--- config.mk ---
export PLATFORM = sky130hd
export DESIGN_NAME = button_event_arbiter_flat
export DESIGN_NICKNAME = d
export VERILOG_FILES = /design/src/rtl/button_event_if.sv /design/src/rtl/button_event_arbiter.sv /design/src/flat_wrapper.sv
export SDC_FILE = /design/constraint.sdc
export NUM_CORES = 1
export LEC_CHECK = 0
export CORE_MARGIN = 2
export CORE_UTILIZATION = 49
export DETAILED_ROUTE_END_ITERATION = 6
export DONT_BUFFER_PORTS = 1
export PLACE_DENSITY = 0.66
export SYNTH_ARGS = -nofsm -noshare
export SYNTH_HDL_FRONTEND = slang
export SYNTH_SLANG_ARGS = --single-unit
export TNS_END_PERCENT = 1
--- constraint.sdc ---
create_clock -name clk -period 3.6 [get_ports clk]
set_clock_uncertainty 0.2 [all_clocks]
set_input_delay 0.9 -clock clk [delete_from_list [all_inputs] [get_ports clk]]
set_output_delay 0.9 -clock clk [all_outputs]
set_load 0.01 [all_outputs]
--- src/rtl/button_event_if.sv ---
// Valid/ready channel carrying the index of one granted button event.
// The arbiter drives the master side; the event consumer uses the slave side.
interface button_event_if #(
    parameter int IDX_W = 2
) ();
    logic             event_valid;
    logic             event_ready;
    logic [IDX_W-1:0] event_idx;

    modport master (
        output event_valid,
        output event_idx,
        input  event_ready
    );

    modport slave (
        input  event_valid,
        input  event_idx,
        output event_ready
    );
endinterface

--- src/rtl/button_event_arbiter.sv ---
// Latches per-button edge pulses as pending events and hands them one at a time,
// round-robin, to a single consumer over a valid/ready channel; counts lost events.
module button_event_arbiter #(
    parameter int WIDTH = 4,
    parameter int IDX_W = $clog2(WIDTH),
    parameter int CNT_W = 8
) (
    input  logic             clk,
    input  logic             rst,
    input  logic [WIDTH-1:0] edge_pulse,
    button_event_if.master   ev,
    output logic [WIDTH-1:0] pending,
    output logic [CNT_W-1:0] drop_count,
    input  logic             clear_drops
);

    logic [IDX_W-1:0] ptr;
    logic [IDX_W-1:0] ptr_nxt;
    logic [IDX_W-1:0] sel;
    logic             grant;
    logic [WIDTH-1:0] upper_mask;
    logic [WIDTH-1:0] upper;
    logic [WIDTH-1:0] grant_vec;
    logic [WIDTH-1:0] drop_vec;
    logic [WIDTH-1:0] pending_nxt;
    logic [CNT_W-1:0] drop_nxt;

    function automatic logic [IDX_W-1:0] first_set(input logic [WIDTH-1:0] v);
        logic [IDX_W-1:0] r;
        r = '0;
        for (int i = WIDTH - 1; i >= 0; i--) begin
            if (v[i]) r = IDX_W'(i);
        end
        return r;
    endfunction

    function automatic logic [IDX_W:0] popcount(input logic [WIDTH-1:0] v);
        logic [IDX_W:0] c;
        c = '0;
        for (int i = 0; i < WIDTH; i++) begin
            c = c + (IDX_W + 1)'(v[i]);
        end
        return c;
    endfunction

    // Saturating add: any carry out of the counter width pins the result at all-ones.
    function automatic logic [CNT_W-1:0] sat_add(input logic [CNT_W-1:0] a,
                                                  input logic [IDX_W:0]   n);
        logic [CNT_W:0] s;
        s = {1'b0, a} + (CNT_W + 1)'(n);
        return s[CNT_W] ? {CNT_W{1'b1}} : s[CNT_W-1:0];
    endfunction

    always_comb begin
        for (int i = 0; i < WIDTH; i++) begin
            upper_mask[i] = (IDX_W'(i) >= ptr);
        end
        // Search ptr..WIDTH-1 first, then wrap to the lowest pending bit.
        upper = pending & upper_mask;
        sel   = (|upper) ? first_set(upper) : first_set(pending);
        grant = (|pending) && (!ev.event_valid || ev.event_ready);
        for (int i = 0; i < WIDTH; i++) begin
            grant_vec[i] = grant && (sel == IDX_W'(i));
        end
        // A pulse on a bit granted this same edge re-arms it instead of dropping.
        drop_vec    = edge_pulse & pending & ~grant_vec;
        pending_nxt = edge_pulse | (pending & ~grant_vec);
        drop_nxt    = sat_add(clear_drops ? '0 : drop_count, popcount(drop_vec));
        ptr_nxt     = (sel == IDX_W'(WIDTH - 1)) ? '0 : sel + IDX_W'(1);
    end

    always_ff @(posedge clk or posedge rst) begin
        if (rst) begin
            pending        <= '0;
            drop_count     <= '0;
            ptr            <= '0;
            ev.event_valid <= 1'b0;
            ev.event_idx   <= '0;
        end else begin
            pending    <= pending_nxt;
            drop_count <= drop_nxt;
            if (grant) begin
                ptr            <= ptr_nxt;
                ev.event_valid <= 1'b1;
                ev.event_idx   <= sel;
            end else if (ev.event_valid && ev.event_ready) begin
                ev.event_valid <= 1'b0;
            end
        end
    end

endmodule

--- src/flat_wrapper.sv ---
// flat-port wrapper written by rule: the top's interface ports become plain ports
module button_event_arbiter_flat 
#(
    parameter int WIDTH = 4,
    parameter int IDX_W = $clog2(WIDTH),
    parameter int CNT_W = 8
)
  (clk, rst, edge_pulse, pending, drop_count, clear_drops, ev_event_valid, ev_event_idx, ev_event_ready);
  button_event_if #(.IDX_W(IDX_W)) ev_i ();
  input  logic clk;
  input  logic rst;
  input  logic [WIDTH-1:0] edge_pulse;
  output logic [WIDTH-1:0] pending;
  output logic [CNT_W-1:0] drop_count;
  input  logic clear_drops;
  output wire logic [$bits(ev_i.event_valid)-1:0] ev_event_valid;
  output wire logic [$bits(ev_i.event_idx)-1:0] ev_event_idx;
  input wire logic [$bits(ev_i.event_ready)-1:0] ev_event_ready;
  assign ev_event_valid = ev_i.event_valid;
  assign ev_event_idx = ev_i.event_idx;
  assign ev_i.event_ready = ev_event_ready;
  button_event_arbiter #(.WIDTH(WIDTH), .IDX_W(IDX_W), .CNT_W(CNT_W)) u_core (.clk(clk), .rst(rst), .edge_pulse(edge_pulse), .ev(ev_i), .pending(pending), .drop_count(drop_count), .clear_drops(clear_drops));
endmodule
==> qor.txt <==
vias after detailed routing: 814
Synth cell types: 30
CTS Hold Buffers Added: 0
FF-to-FF Start: u_core.ptr[1]$_DFFE_PP0P_
RSZ-0062 raised after global routing: yes
final worst path period need: 3.62 ns
Num CTS Buffers: 3
syn_area_per_cell: 10.5 um2
CP top delay family: adder cells
failing checks: negative setup slack
final hold violation count: 0
GP Congestion: 0.796
combinational family with the most area after synthesis: simple AND/OR/NAND/NOR gates
CP endpoint kind: flip-flop
Sinks on Clock Net: 17
CP peak stage delay: 0.43 ns
largest area contributor in the synthesized netlist: dfrtp_1
Max Freq: 0.276 GHz
Critical R2R Capture: u_core.drop_count[5]$_DFF_PP0_
largest net degree at the start of global routing: 18
Simple-Gate Fraction of Synth Area: 19.4%
FILL cells: 154
DIE HEIGHT: 50.4 um
Clock transition at path regs: 0.10 ns
xor/xnor cell area share of the yosys netlist: 1.66%
CP dominant cell by count: and3_4
Vias/cell: 5.36
maximum vdd drop: 0.457 mV
Crit Path Category: flip-flop to flip-flop
DRC: 0
sequential cell fraction of total power: 31.7%
yosys warns: 0
buffers added on ports: 0
vias in the first global route: 839
Final WS setup: -0.0173 ns
setup_tns: -0.0263 ns
Worst Hold Margin: 0.373 ns
Req. time, crit path: 3.59 ns
grt ovf: 0
CP max-delay cell: dfrtp_2
die area: 2540 um2
CP Cell Sequence: mux2i_1 > nor2_1 > nor3_2 > ha_2 > nand2_1 > and3_4 > ha_1 > inv_1 > fa_1 > inv_2 > ha_4 > fa_2 > a21o_1 > and3_4 > nor2_2 > a211oi_1
Worst-Margin Slew: 0.662 ns
maxcap violations: 0
post-synthesis register bit count: 17
LEAKAGE: 0.658 nW
layout cells sized above 1: 39.2%
Critical Path AT: 3.61 ns
register area: 428 um2
Comb pwr share: 58.8%
Area Growth Syn to Fin: 25.9%
Post-synth top cells: dfrtp_1, inv_1, nand2_1
Switching Share: 38.9%
fraction of registers with async set/reset: 100%
Worst slew margin: 55.8%
Total Power: 0.00108 W
Compound-Gate Fraction of Synth Area: 15.4%
initial core utilization: 52.8%
most frequent cell after synthesis: dfrtp_1
core box area: 2000 um2
H-tree Lvls: 1
Mapped Area: 1060 um2
# setup viols final: 2
DR iter-0 viols: 21
Placed Instance Area: 1240 um2
post-DP HPWL: 1620 um
Int Power: 0.000657 W
number of flops mapped to enable cells by yosys: 0
GRT Resource Usage Total: 22.3%
top cells by area, synth: dfrtp_1, ha_1, mux2_4, nor2b_1, fa_1
sequential fraction of the synthesis area: 40.3%
Die X: 50.4 um
Max Fanout on Critical Path: 6
top cell type's share of synthesized area: 40.3%
routed wire length: 2290 um
ys flop type: dfrtp_1
antenna-violating nets left: 0
r2r setup slk: -0.02 ns
Final period util: 100%
fin nets: 145
CTS root buf: clkbuf_4
PD cells: 809 nW/um2
Syn Inst Count: 101
average wire per standard cell: 15.1 um
total I/O pin count: 23
Post-Synth Adder-Cell Area: 14.5%
initial antenna violation count: 0
outcome: complete, but fails checks
sw power: 0.000419 W
worst path bufs/invs: 2
syn_nets: 120
First-pass DRT Iterations: 4
Design Area, Final: 1330 um2
Startpoint Class: flip-flop
Pins Over Slew Limit: 0
first-pass GRT wire length: 4170 um
mux contribution to synthesized area: 5.21%
CTS tree: yes
Rows: 16
Clock Latency Late Sink: 0.29 ns
clock network power share: 9.5%
Multi-input gate area: 638 um2
R2R cell count: 16
HP Class: input port to async pin
Ant. Diodes: 0
Clock Path Buffers: 2
[worst reg2reg max path, cell delays in order (launching register included)]
cell      delay, ns
dfrtp_2        0.43
mux2i_1        0.20
nor2_1         0.07
nor3_2         0.19
ha_2           0.21
nand2_1        0.06
and3_4         0.18
ha_1           0.27
inv_1          0.04
fa_1           0.37
inv_2          0.08
ha_4           0.21
fa_2           0.40
a21o_1         0.24
and3_4         0.20
nor2_2         0.10
a211oi_1       0.06
[per-layer routing]
metal	share of wire (%)	vias up	global-route usage, %
met2	49	19	34.9
li1	-	397	-
met5	0	-	0
met4	1.3	0	7.66
met3	5.5	4	6.85
met1	44	394	29.2
[kinds of logic (layout without fill, tap and decap cells)]
logic type | Yosys count | after routing
buf+inv | 10 | 34
fa+ha+maj | 11 | 11
mux | 4 | 4
compound gates | 22 | 22
flops | 17 | 17
xor+xnor | 2 | 2
simple gates | 35 | 35
[power by group through the flow]
stage / registers (W) / logic (W) / clock network, W
final: 0.000341 / 0.000632 / 0.000103
after global routing: 0.000352 / 0.000716 / 0.000116
after CTS: 0.000339 / 0.000627 / 0.000106
after detailed placement: 0.000343 / 0.000561 / 0
after global placement: 0.000339 / 0.000544 / 0
after floorplan: 0.000343 / 0.000340 / 0
[repair_timing]
action                     CTS  global route
setup endpoints to repair    8             8
resized for setup           10             3
buffers inserted             3             0
gates cloned                 0             0
pin swaps                    5             0
[sequential cells by signal, summed over array words and instances (netlist names)]
signal	cells
u_core.drop_count	8
u_core.pending	4
u_core.ev.event_idx	2
u_core.ptr	2
u_core.ev.event_valid	1
[cell type report]
type	count	area share, %
clock buffer	4	1.98
inverter	10	3.76
multi-input combinational	74	48.0
sequential	17	32.2
tap	27	2.54
timing repair buffer	20	11.6
[worst max-delay path by stage]
stage / from / endpoint / slack (ns) / cells past startpoint
after global routing: u_core.pending[0]$_DFF_PP0_ / u_core.drop_count[5]$_DFF_PP0_ / -0.19 / 16
after CTS: u_core.ptr[1]$_DFFE_PP0P_ / u_core.drop_count[5]$_DFF_PP0_ / -0.009 / 16
after global placement: u_core.ptr[1]$_DFFE_PP0P_ / u_core.drop_count[5]$_DFF_PP0_ / -0.07 / 16
after detailed placement: u_core.ptr[1]$_DFFE_PP0P_ / u_core.drop_count[5]$_DFF_PP0_ / -0.17 / 16
after floorplan: ev_event_ready / u_core.drop_count[5]$_DFF_PP0_ / -0.07 / 14
final: u_core.ptr[1]$_DFFE_PP0P_ / u_core.drop_count[5]$_DFF_PP0_ / -0.02 / 16
[placed cells by master (no fill, tap or decap), drive strengths merged]
cell	count
a41oi	1
nor2	3
a21o	3
ha	9
nor4	1
a211oi	1
and3	3
nand3	3
clkbuf	4
and4b	1
a31oi	3
a21oi	8
nor3b	1
a21boi	1
mux2	3
xnor2	2
or2	2
buf	20
mux2i	1
nand2b	2
nor2b	7
o21ai	4
nor3	2
o2bb2a	1
fa	2
dfrtp	17
nand2	10
inv	10
[metrics by stage]
| step | util (%) | instances | worst slack [ns] |
|---|---|---|---|
| after floorplan | - | 101 | -0.0714 |
| after global placement | 62.1 | 145 | -0.0718 |
| after detailed placement | 62.1 | 145 | -0.171 |
| after CTS | 66.2 | 152 | -0.00876 |
| after global routing | 66.4 | 152 | -0.187 |
| final | 66.4 | 152 | -0.0173 |
Power figures use the tool's default switching activity.
